`config.mk`:
```
export PLATFORM = sky130hd
export DESIGN_NAME = dbus_translator_flat
export DESIGN_NICKNAME = d
export VERILOG_FILES = /design/src/rtl/dbus_translator_pkg.sv /design/src/rtl/dbus_translator_if.sv /design/src/rtl/dbus_translator_seg_map.sv /design/src/rtl/dbus_translator.sv /design/src/flat_wrapper.sv
export SDC_FILE = /design/constraint.sdc
export NUM_CORES = 1
export LEC_CHECK = 0
export ABC_AREA = 1
export BUFFER_PORTS_ARGS = -buffer_cell sky130_fd_sc_hd__buf_2
export CAP_MARGIN = 20
export CORE_MARGIN = 1
export CORE_UTILIZATION = 41
export DETAILED_ROUTE_END_ITERATION = 6
export PLACE_DENSITY_LB_ADDON = 0.12
export RECOVER_POWER = 100
export SLEW_MARGIN = 20
export SYNTH_ARGS = -nofsm -noshare
export SYNTH_HDL_FRONTEND = slang
export SYNTH_SLANG_ARGS = --single-unit
```
`constraint.sdc`:
```
create_clock -name clk -period 1.45 [get_ports clk]
set_input_delay 0.2175 -clock clk [delete_from_list [all_inputs] [get_ports clk]]
set_output_delay 0.2175 -clock clk [all_outputs]
set_load 0.03 [all_outputs]
```
`src/rtl/dbus_translator_pkg.sv`:
```
// Shared data-bus types, translator FSM states and MIPS segment tags.
package dbus_translator_pkg;

  typedef struct packed {
    logic        valid;
    logic [31:0] addr;
    logic [2:0]  size;
    logic [3:0]  strobe;
    logic [31:0] data;
  } dbus_req_t;

  typedef struct packed {
    logic        addr_ok;
    logic        data_ok;
    logic [31:0] data;
  } dbus_resp_t;

  typedef enum logic [1:0] {IDLE, ADDR, DATA, DONE} dbt_state_t;

  localparam logic [2:0] KSEG0_TAG = 3'b100;
  localparam logic [2:0] KSEG1_TAG = 3'b101;

endpackage

```
`src/rtl/dbus_translator_if.sv`:
```
// Core-side and memory-side bus bundle of the data-bus translator.
interface dbus_translator_if;
  dbus_translator_pkg::dbus_req_t  creq;
  dbus_translator_pkg::dbus_resp_t cresp;
  dbus_translator_pkg::dbus_req_t  mreq;
  dbus_translator_pkg::dbus_resp_t mresp;
  logic                            uncached;
  logic                            busy;

  modport slave  (input  creq, mresp, output cresp, mreq, uncached, busy);
  modport master (output creq, mresp, input  cresp, mreq, uncached, busy);
endinterface

```
`src/rtl/dbus_translator_seg_map.sv`:
```
// Combinational MIPS segment map: kseg0/kseg1 are masked to physical, kseg1 is uncached.
module seg_map
  import dbus_translator_pkg::*;
#(
  parameter logic [31:0] PHYS_MASK = 32'h1FFF_FFFF
) (
  input  logic [31:0] vaddr_i,
  output logic [31:0] paddr_o,
  output logic        uncached_o
);

  // NOTE: every output gets a default before the case so no latch is inferred.
  always_comb begin
    paddr_o    = vaddr_i;
    uncached_o = 1'b0;
    case (vaddr_i[31:29])
      KSEG0_TAG: paddr_o = vaddr_i & PHYS_MASK;
      KSEG1_TAG: begin
        paddr_o    = vaddr_i & PHYS_MASK;
        uncached_o = 1'b1;
      end
      default: ;
    endcase
  end

endmodule

```
`src/rtl/dbus_translator.sv`:
```
// Registered data-bus stage: latches one core request, translates its address,
// holds it toward memory until accepted and returns a one-cycle completion.
module dbus_translator
  import dbus_translator_pkg::*;
#(
  parameter logic [31:0] PHYS_MASK = 32'h1FFF_FFFF
) (
  input  logic               clk,
  input  logic               reset,
  dbus_translator_if.slave   bus
);

  dbt_state_t  state_q, state_d;
  dbus_req_t   req_q, req_d;
  logic        unc_q, unc_d;
  logic [31:0] data_q, data_d;
  logic [31:0] paddr;
  logic        seg_unc;

  seg_map #(.PHYS_MASK(PHYS_MASK)) u_seg_map (
    .vaddr_i    (bus.creq.addr),
    .paddr_o    (paddr),
    .uncached_o (seg_unc)
  );

  // NOTE: state uses non-blocking assignments; the request/data latches are
  // reset as well so mreq and cresp read as all-zero straight out of reset.
  always_ff @(posedge clk) begin
    if (reset) begin
      state_q <= IDLE;
      req_q   <= '0;
      unc_q   <= 1'b0;
      data_q  <= '0;
    end else begin
      state_q <= state_d;
      req_q   <= req_d;
      unc_q   <= unc_d;
      data_q  <= data_d;
    end
  end

  always_comb begin
    state_d = state_q;
    req_d   = req_q;
    unc_d   = unc_q;
    data_d  = data_q;
    case (state_q)
      IDLE: begin
        if (bus.creq.valid) begin
          req_d       = bus.creq;
          req_d.valid = 1'b0;
          req_d.addr  = paddr;
          unc_d       = seg_unc;
          state_d     = ADDR;
        end
      end
      ADDR: begin
        // data_ok without addr_ok is a protocol violation and is ignored here
        if (bus.mresp.addr_ok && bus.mresp.data_ok) begin
          data_d  = bus.mresp.data;
          state_d = DONE;
        end else if (bus.mresp.addr_ok) begin
          state_d = DATA;
        end
      end
      DATA: begin
        if (bus.mresp.data_ok) begin
          data_d  = bus.mresp.data;
          state_d = DONE;
        end
      end
      DONE:    state_d = IDLE;
      default: state_d = IDLE;
    endcase
  end

  assign bus.mreq     = {state_q == ADDR, req_q.addr, req_q.size, req_q.strobe, req_q.data};
  assign bus.cresp    = (state_q == DONE) ? {1'b1, 1'b1, data_q} : '0;
  assign bus.uncached = unc_q;
  assign bus.busy     = (state_q != IDLE);

endmodule

```
`src/flat_wrapper.sv`:
```
// flat-port wrapper written by rule: the top's interface ports become plain ports
module dbus_translator_flat import dbus_translator_pkg::*;
#(
  parameter logic [31:0] PHYS_MASK = 32'h1FFF_FFFF
)
  (clk, reset, bus_creq, bus_mresp, bus_cresp, bus_mreq, bus_uncached, bus_busy);
  dbus_translator_if bus_i ();
  input  logic clk;
  input  logic reset;
  input wire logic [$bits(bus_i.creq)-1:0] bus_creq;
  input wire logic [$bits(bus_i.mresp)-1:0] bus_mresp;
  output wire logic [$bits(bus_i.cresp)-1:0] bus_cresp;
  output wire logic [$bits(bus_i.mreq)-1:0] bus_mreq;
  output wire logic [$bits(bus_i.uncached)-1:0] bus_uncached;
  output wire logic [$bits(bus_i.busy)-1:0] bus_busy;
  assign bus_i.creq = bus_creq;
  assign bus_i.mresp = bus_mresp;
  assign bus_cresp = bus_i.cresp;
  assign bus_mreq = bus_i.mreq;
  assign bus_uncached = bus_i.uncached;
  assign bus_busy = bus_i.busy;
  dbus_translator #(.PHYS_MASK(PHYS_MASK)) u_core (.clk(clk), .reset(reset), .bus(bus_i));
endmodule
```
# ---- After elaboration in Yosys (flattened, before gate mapping)
# Cells that the tools add are included.
dict set report classes {
  eq_ne 9
  muxes 11
  magnitude_cmp 0
  shift 0
  bitwise_logic 0
  n_addsub 0
  n_reduce_logical 8
  div 0
  mul 0
}
# operator count
set ops {}
lappend ops {{2-to-1 mux 32 bit} 3}
lappend ops {{case mux 32 bit (2 select lines)} 1}
lappend ops {{2-to-1 mux 34 bit} 1}
lappend ops {{2-to-1 mux 2 bit} 4}
lappend ops {{case mux 2 bit (4 select lines)} 1}
lappend ops {{== test 3 bit (second input constant)} 2}
lappend ops {{AND reduction 3 bit} 2}
lappend ops {{== test 2 bit (second input constant)} 2}
lappend ops {{!= test 2 bit (second input constant)} 2}
lappend ops {{nonzero test 2 bit} 2}
lappend ops {{!= test 3 x 2 -> 1 bit (second input constant)} 1}
lappend ops {{== test 2 x 1 -> 1 bit (second input constant)} 1}
lappend ops {{logical NOT 2 bit} 1}
lappend ops {{!= test 2 x 1 -> 1 bit (second input constant)} 1}
lappend ops {{AND reduction 2 bit} 1}
lappend ops {{OR reduction 2 bit} 1}
lappend ops {{logical AND 1 bit} 1}
lappend ops {{2-to-1 mux 1 bit} 1}
dict set report word_totals {
  register_bits 106
  ramBits 0
  word_cells 35
  memories 0
  latchBits 0
  rom_bits 0
}

# ---- Logic depth before layout (Yosys ltp)
# Gate-level depths: netlist of the first run.
dict set report depth {
  ltp_word 3
  ltp_mapped 8
  mapped_depth_nobuf 7
}

# ---- Cells and area by module
# Synthesis of the first run repeated with hierarchy kept, for this count alone.
dict set report unflattened {
  cells_unflattened 588
  hier_area_um2 4396.7
}
# mod instances area_each_um2 cells_each
set modules_own_cells {}
lappend modules_own_cells {dbus_translator 1 4144.0 551}
lappend modules_own_cells {seg_map 1 252.7 37}

# ---- Worst setup path after synthesis of the first run
# OpenSTA, ideal clock, no wires.
dict set report synth_path {
  path_kind {register -> output}
  start {register u_core.state_q[0]}
  end {output port bus_cresp[0]}
  path_slack_ns -0.159
  t_arrival_ns 1.391
  path_stages_with_launch 5
  cell_sequence {dfxtp_1 -> ha_1 -> clkbuf_1 -> nand2_1 -> inv_1}
}
dict set report synth_via {
  elab_chain_cells 2
}
# item line_no
set synth_rtl {}
lappend synth_rtl {{start, declared} dbus_translator.sv:13} ;# dbt_state_t state_q, state_d;
lappend synth_rtl {{start signal, assigned} dbus_translator.sv:35} ;# state_q <= state_d;
lappend synth_rtl {{== test 2 bit} dbus_translator.sv:78} ;# assign bus.cresp = (state_q == DONE) ? {1'b1, 1'b1, data_q} : '0;
lappend synth_rtl {{2-to-1 mux 34 bit} dbus_translator.sv:78}
lappend synth_rtl {{end, declared} flat_wrapper.sv:12} ;# output wire logic [$bits(bus_i.cresp)-1:0] bus_cresp;
# No other way between the ends.

# ---- Final worst setup path of the first run
dict set report layout_path {
  start {register u_core.state_q[0]}
  end {register u_core.data_q[28]}
}
dict set report layout_via {
  elab_chain_cells 3
  elab_cells_between_ends 7
}
# item line_no
set layout_rtl {}
lappend layout_rtl {{== test 2 x 1 -> 1 bit or == test 2 bit (tied branches)} dbus_translator.sv:47} ;# case (state_q)
lappend layout_rtl {{!= test 2 x 1 -> 1 bit (no source line) (tied with other cells)} -}
lappend layout_rtl {{AND reduction 3 bit (no source line)} -}
lappend layout_rtl {{end signal, assigned} dbus_translator.sv:38} ;# data_q <= data_d;
lappend layout_rtl {{end, declared} dbus_translator.sv:16} ;# logic [31:0] data_q, data_d;
# Parallel ways exist; a longest one is shown, timed or not.
# A chain may end at the register's enable or synchronous reset.

==> impl_summary.log, run 1 <==
INFO  metric io_buffers = 215
INFO  metric failing_checks = negative setup slack
INFO  metric synth-seq-area-share = around half
INFO  metric setup.worst_path.end_class = register
INFO  metric critPathRequiredTime = 1.74 ns
INFO  metric arrival = 1.94 ns
INFO  metric clock_power_share = 16.5%
INFO  metric final_layout_size_suffix_gt1_share = 33.16%
INFO  metric clkTransAtPathRegs = around 0.090 ns
INFO  metric relative_max_transition_margin = between 60% and 70%
INFO  metric antenna_cells = 0
INFO  metric rsz0062_at_grt = true
INFO  metric gp_routability_congestion = 0.7637
INFO  metric numCtsBuffers = 9
INFO  metric power.share.sequential = 35.2%
INFO  metric maximum_buffer_depth_of_the_clock_tree = 2
INFO  metric hold_buffers = 0
INFO  metric finalNetCount = 889
INFO  metric floorplan.initialDensity = 42.38%
INFO  metric grt_max_degree = 70
INFO  metric worst_setup_path_start_kind = register
INFO  metric synth_cell_type_count = 21
INFO  metric synth_top_cell_by_area = sky130_fd_sc_hd__dfxtp_1
INFO  metric timing.max_cap.violations = 0
INFO  metric switching_share = a little over two fifths
INFO  metric routedWlPerCell = 13.06 um
INFO  metric max_clock_freq = 0.6037 GHz
INFO  metric grt.total_usage = a little over a fifth
INFO  metric result_of_the_run = finished, violations left
INFO  metric final_cell_mix = sky130_fd_sc_hd__nor2_1, sky130_fd_sc_hd__buf_2, sky130_fd_sc_hd__dfxtp_1, sky130_fd_sc_hd__clkbuf_1, sky130_fd_sc_hd__o21ai_0
INFO  metric clkSinkCount = 106
INFO  metric whs_path_depth = 3
INFO  metric final.min_clock_period = 1.656 ns
INFO  metric path_max_fanout = 7
INFO  metric p_int = 6.716 mW
INFO  metric clock_skew = 0.007079 ns
INFO  metric area_growth = 47.84%
INFO  metric use_met1 = between 20% and 30%
INFO  metric die-height = 102.7 um
INFO  metric die_w = approximately 100 um
INFO  metric maxSlewViolCount = 0
INFO  metric cts_root_buffer = sky130_fd_sc_hd__clkbuf_8
INFO  metric post-synth-top-area-fraction = 50.99%
INFO  metric vias_in_the_first_global_route = 3955
INFO  metric detailed_place.area = 5428 sq um
INFO  metric die_area = 10560 sq um
INFO  metric yosys_warnings = 0
INFO  metric design_area = 6152 sq um
INFO  metric hold_path_class = primary input to register
INFO  metric peak_supply_drop = 1054 uV
INFO  metric hold-worst-slack = 0.09904 ns
INFO  metric synth_area_leaders = sky130_fd_sc_hd__dfxtp_1, sky130_fd_sc_hd__nor2_1, sky130_fd_sc_hd__o21ai_0
INFO  metric worst-r2r-cell-count = 9
INFO  metric p_per_area = roughly 1900 nW/um^2
INFO  metric final_count_of_negative_setup_slack_endpoints = 68
INFO  metric met2_track_demand_over_resource = 37.64%
INFO  metric antenna_found_initial = 0
INFO  metric count_of_antenna_violating_nets_left_after_detailed_routing = 0
INFO  metric synthCells = 558
INFO  metric setup_slack = -0.2063 ns
INFO  metric global_route_wire_length_before_repair = roughly 18 mm
INFO  metric dr.pass1.iters = 4
INFO  metric final_min_period_over_clock_period = 114.2%
INFO  metric clk_latency = ~0.36 ns
INFO  metric timing.final.hold_violations = 0
INFO  metric slack_of_the_worst_reg_to_reg_path = -0.21 ns
INFO  metric p_leak = 2.805 nW
INFO  metric dr_total_vias = approximately 4400
INFO  metric final_common_cell = sky130_fd_sc_hd__nor2_1
INFO  metric synth-seq-cells = between 100 and 150
INFO  metric row_count = 36
INFO  metric hpwlAfterDp = 7.961 mm
INFO  metric power.switching = 4.873 mW
INFO  metric comb_power_share = 48.3%
INFO  metric grtUsageMet3 = approximately 6.3%
INFO  metric synthesized_cell_area = between 4000 and 5000 sq um
INFO  metric detail_route.iter0.violations = about 140
INFO  metric most_used_layer_global_route = met2
INFO  metric r2r_end = u_core.data_q[28]
INFO  metric synth_nets = 671
INFO  metric syn_area_per_cell = roughly 7.5 sq um
INFO  metric path_class = register to register
INFO  metric holdCritStartpoint = bus_creq[30]
INFO  metric r2r_start = u_core.state_q[0]
INFO  metric hold_worst_path_end = u_core.bus.mreq[30]
INFO  metric worst_pin_slew = 0.5224 ns
INFO  metric vias_per_cell = ~4.8
INFO  metric wirelength = 11.93 mm
INFO  metric grt-ovfl-total = 0
INFO  metric floorplan.core_area = between 9000 and 10000 sq um
INFO  metric cts-htree-levels = 3
INFO  metric drc_errors = 0
INFO  metric tritoncts = done
INFO  metric design.portCount = between 200 and 250
power by group through the flow:
stage	logic, mW	clock network (mW)	registers (mW)
after floorplan	2.28	0	5.17
after global placement	4.72	0	4.06
after detailed placement	4.78	0	4.09
after CTS	5.48	1.98	4.04
after global routing	6.10	2.09	4.18
final	5.60	1.91	4.08
layout make-up:
type | count | area (sq um)
sequential | 106 | 2127
clock inverter | 3 | 46.29
tap | 133 | 166.4
multi-input combinational | 368 | 1824
inverter | 41 | 156.4
clock buffer | 13 | 168.9
timing repair buffer | 250 | 1663
fill | 956 | 3667
cells by family after synthesis:
| family | Yosys count | share of synthesized area, % |
|---|---|---|
| DFF | 106 | 50.99 |
| AOI/OAI and AO/OA | 108 | 13.05 |
| buffers and inverters | 84 | 8.869 |
| adders and majority gates | 5 | 1.503 |
| and+or+nand+nor | 255 | 25.59 |
worst max-delay path by stage:
stage                 startpoint                  to  slack [ns]  depth (start not counted)
4_1_cts        u_core.state_q[0]       bus_cresp[12]       -0.22                          6
2_1_floorplan  u_core.state_q[0]        bus_cresp[0]       -0.04                          4
5_1_grt        u_core.state_q[0]        bus_cresp[0]       -0.27                          6
3_5_place_dp   u_core.state_q[1]  u_core.bus.mreq[7]       -0.04                          6
6_report       u_core.state_q[0]   u_core.data_q[28]       -0.21                          9
3_3_place_gp   u_core.state_q[1]   u_core.data_q[19]        0.01                          6
state kept, by name, indices dropped and copies added (netlist names):
signal	cells
u_core.bus.mreq	71
u_core.data_q	32
u_core.state_q	2
u_core.bus.uncached	1
synthesized netlist by cell type, drive strengths merged:
| library cell | instances |
|---|---|
| dfxtp | 106 |
| inv | 41 |
| nand4 | 32 |
| o21bai | 1 |
| buf | 25 |
| clkbuf | 18 |
| nor2 | 137 |
| o21ai | 69 |
| a21oi | 38 |
| nand3b | 1 |
| nand2 | 79 |
| or2 | 1 |
| ha | 5 |
| nand3 | 5 |
worst max-delay path: stages (launching register included):
cell                      delay (ns)
sky130_fd_sc_hd__dfxtp_2        0.34
sky130_fd_sc_hd__buf_12         0.12
sky130_fd_sc_hd__buf_4          0.14
sky130_fd_sc_hd__ha_4           0.16
sky130_fd_sc_hd__or2_4          0.26
sky130_fd_sc_hd__nand3_4        0.12
sky130_fd_sc_hd__buf_12         0.12
sky130_fd_sc_hd__buf_16         0.11
sky130_fd_sc_hd__nand2_1        0.07
sky130_fd_sc_hd__a21oi_2        0.14
stage by stage:
step / power, mW / std cells / setup TNS, ns / setup slack (ns) / util [%]
global placement: 8.779 / 886 / 0 / 0.009705 / 55.28
global route: 12.36 / 914 / -18.08 / -0.2692 / 62.65
finish: 11.59 / 914 / -9.877 / -0.2063 / 62.65
detailed placement: 8.862 / 886 / -1.836 / -0.04417 / 55.28
CTS: 11.50 / 909 / -10.81 / -0.2179 / 61.99
floorplan: 7.452 / 558 / -1.079 / -0.03595 / -
what timing repair did:
item	CTS	global route
endpoints found under the hold margin	0	0
resized for setup	101	53
cloned	3	1
setup buffers	4	5
endpoints found under the setup margin	136	141
pin swaps	2	19
per-layer routing:
| metal | share of wire, % | routed length, um |
|---|---|---|
| met1 | 40 | 4820 |
| met2 | 49 | 5837 |
| met3 | 8.0 | 953 |
| met4 | 2.7 | 323 |
| met5 | 0 | 0 |
Power figures use the tool's default switching activity.
==> run 2: changes to the inputs <==
- REMOVE_ABC_BUFFERS: default -> 1
==> run 2 against run 1 <==
Net effect:
- the flow still finishes with violations (negative setup slack)
- die area unchanged
- design area increased by 3.6%
- clock skew increased by 0.0014 ns
- combinational power increased by 7.5%
- worst hold slack got worse by 0.0043 ns
- maximum frequency increased by 0.84%
- clock-buffer cell count decreased by 1
- final cell count increased by 0.33%
- clock power increased by 8%
- via count increased by 0.46%
- power increased by 5.3%
==> impl_summary.log, run 2 (synthesis results as in run 1) <==
INFO  metric result_of_the_run = finished, violations left
INFO  metric failing_checks = negative setup slack
INFO  metric area_growth = 53.10%
INFO  metric hpwlAfterDp = approximately 8 mm
INFO  metric p_leak = 2.893 nW
INFO  metric clock_skew = 0.008437 ns
INFO  metric timing.final.hold_violations = 0
INFO  metric finalNetCount = 892
INFO  metric die_area = around 11000 sq um
INFO  metric routedWlPerCell = 13.76 um
INFO  metric dr.pass1.iters = 4
INFO  metric clkTransAtPathRegs = approximately 0.09 ns
INFO  metric hold_path_class = primary input to register
INFO  metric rsz0062_at_grt = true
INFO  metric critical-path-max-stage-delay = approximately 0.40 ns
INFO  metric place.detailed.instances = around 890
INFO  metric maximum_buffer_depth_of_the_clock_tree = 2
INFO  metric gp_routability_congestion = approximately 0.73
INFO  metric final_common_cell = sky130_fd_sc_hd__nor2_1
INFO  metric worst-r2r-cell-count = 8
INFO  metric count_of_antenna_violating_nets_left_after_detailed_routing = 0
INFO  metric numCtsBuffers = 9
INFO  metric final_count_of_negative_setup_slack_endpoints = ~70
INFO  metric clk_latency = 0.36 ns
INFO  metric floorplan.initialDensity = a little over two fifths
INFO  metric io_buffers = 215
INFO  metric timing.max_cap.violations = 0
INFO  metric layout.core_utilization = roughly 65%
INFO  metric clkSinkCount = 106
INFO  metric totalNegativeSetupSlack = -8.632 ns
INFO  metric vias_per_cell = 4.808
INFO  metric grt_max_degree = 70
INFO  metric setup.worst_path.end_class = register
INFO  metric cts_root_buffer = sky130_fd_sc_hd__clkbuf_8
INFO  metric p_per_area = ~1900 nW/um^2
INFO  metric whs_path_depth = 3
INFO  metric cts-htree-levels = 3
INFO  metric hold_buffers = 0
INFO  metric filler_cell_count = between 800 and 900
INFO  metric die_w = 102.7 um
INFO  metric worst_setup_path_start_kind = register
INFO  metric relative_max_transition_margin = between 60 and 70%
INFO  metric worst_pin_slew = 0.5667 ns
INFO  metric multi_input_comb_area = 1997 sq um
INFO  metric final_min_period_over_clock_period = 113.3%
INFO  metric antenna_found_initial = 0
INFO  metric final_cell_mix = sky130_fd_sc_hd__nor2_1, sky130_fd_sc_hd__buf_2, sky130_fd_sc_hd__dfxtp_1, sky130_fd_sc_hd__clkbuf_1, sky130_fd_sc_hd__o21ai_0
INFO  metric design.portCount = 216
INFO  metric row_count = 36
INFO  metric vias_in_the_first_global_route = 4026
INFO  metric floorplan.core_area = 9819 sq um
INFO  metric maxSlewViolCount = 0
INFO  metric arrival = 1.94 ns
INFO  metric final_layout_size_suffix_gt1_share = between 30% and 40%
INFO  metric wirelength = around 13 mm
INFO  metric path_max_fanout = 6
INFO  metric die-height = 102.7 um
INFO  metric cp_common_cell = sky130_fd_sc_hd__buf_12
INFO  metric finalNonFillerCells = 917
INFO  metric cpMaxStageDelayCell = sky130_fd_sc_hd__dfxtp_4
INFO  metric drc_errors = 0
INFO  metric dr_total_vias = approximately 4400
INFO  metric critical_path.cell_chain = clkinvlp_4, ha_4, or2_4, nand3_4, buf_12, buf_12, nand2_2, a21oi_2
INFO  metric peak_supply_drop = 873.6 uV
INFO  metric grt.total_usage = roughly 23%
INFO  metric antenna_cells = 0
INFO  metric critPathRequiredTime = 1.74 ns
INFO  metric tritoncts = done
INFO  metric path_class = register to register
INFO  metric detail_route.iter0.violations = 122
INFO  metric final.min_clock_period = 1.643 ns
INFO  metric max_clock_freq = 0.6088 GHz
INFO  metric global_route_wire_length_before_repair = 18.74 mm
INFO  metric grt-ovfl-total = 0
INFO  metric largest_register_ffs = 71
INFO  metric setup_slack = -0.1926 ns
INFO  metric final-seq-area = 2127 sq um
run 2: cell count changes in the layout (fill, tap and decap cells not counted), moves of 2 or more:
cell	change
sky130_fd_sc_hd__nand2_2	-5
sky130_fd_sc_hd__buf_6	+4
sky130_fd_sc_hd__inv_2	-5
sky130_fd_sc_hd__nand2_1	-12
sky130_fd_sc_hd__buf_4	+3
sky130_fd_sc_hd__ha_4	+2
sky130_fd_sc_hd__a21oi_2	+7
sky130_fd_sc_hd__nand2_4	+16
sky130_fd_sc_hd__a21oi_1	-7
sky130_fd_sc_hd__inv_1	+3
run 2: per-stage QoR:
| stage | setup slack, ns | power (mW) | hold WS [ns] | area, sq um |
|---|---|---|---|---|
| after floorplan | -0.7386 | 7.085 | 0.2866 | 3946 |
| after global placement | 0.01806 | 8.847 | 0.4461 | 5449 |
| after detailed placement | -0.08577 | 8.947 | 0.4502 | 5449 |
| after CTS | -0.2163 | 12.09 | 0.07813 | 6276 |
| after global routing | -0.2374 | 12.96 | 0.09356 | 6371 |
| final | -0.1926 | 12.20 | 0.09471 | 6371 |
run 2: routing by layer:
layer	global-route usage, %	wire [um]	part of all wire [%]
met1	25.91	5149	41
met2	40.26	6356	50
met3	7.119	918	7.3
met4	8.451	195	1.5
met5	0	0	0
run 2: path summary, 6_finish.rpt:
check                         start             endpoint  slack (ns)
setup / recovery  u_core.state_q[0]     u_core.data_q[9]       -0.19
hold / removal         bus_creq[30]  u_core.bus.mreq[30]        0.09
setup reg to reg  u_core.state_q[0]     u_core.data_q[9]       -0.19
hold reg to reg   u_core.data_q[22]    u_core.data_q[22]        0.47
run 2: repair_timing:
item	in CTS	in global routing
cloned	4	0
endpoints found under the hold margin	0	0
pin swaps	13	29
endpoints found under the setup margin	120	138
buffers inserted	11	2
resized for setup	124	83
run 2: final cells by class:
class                           instances  area share (%)
Sequential cell                       106           33.39
Multi-Input combinational cell        368           31.34
Timing Repair Buffer                  253           26.39
Inverter                               41           2.671
Tap cell                              133           2.612
Clock buffer                           12           2.435
Clock inverter                          4           1.159
run 2: where the power goes:
group | total, mW | internal [mW] | switching [mW]
Clock | 2.06 | 1.07 | 0.986
Sequential | 4.13 | 3.68 | 0.449
Combinational | 6.02 | 2.27 | 3.75
run 2: worst max-delay path: cells and delay by family, from the launching register on:
family                   cells  cell delay, ns
adder cells (fa/ha/maj)      1            0.18
flip-flops                   1            0.40
buffers and inverters        3            0.39
AO/OA/AOI/OAI                1            0.12
AND/OR/NAND/NOR              3            0.48
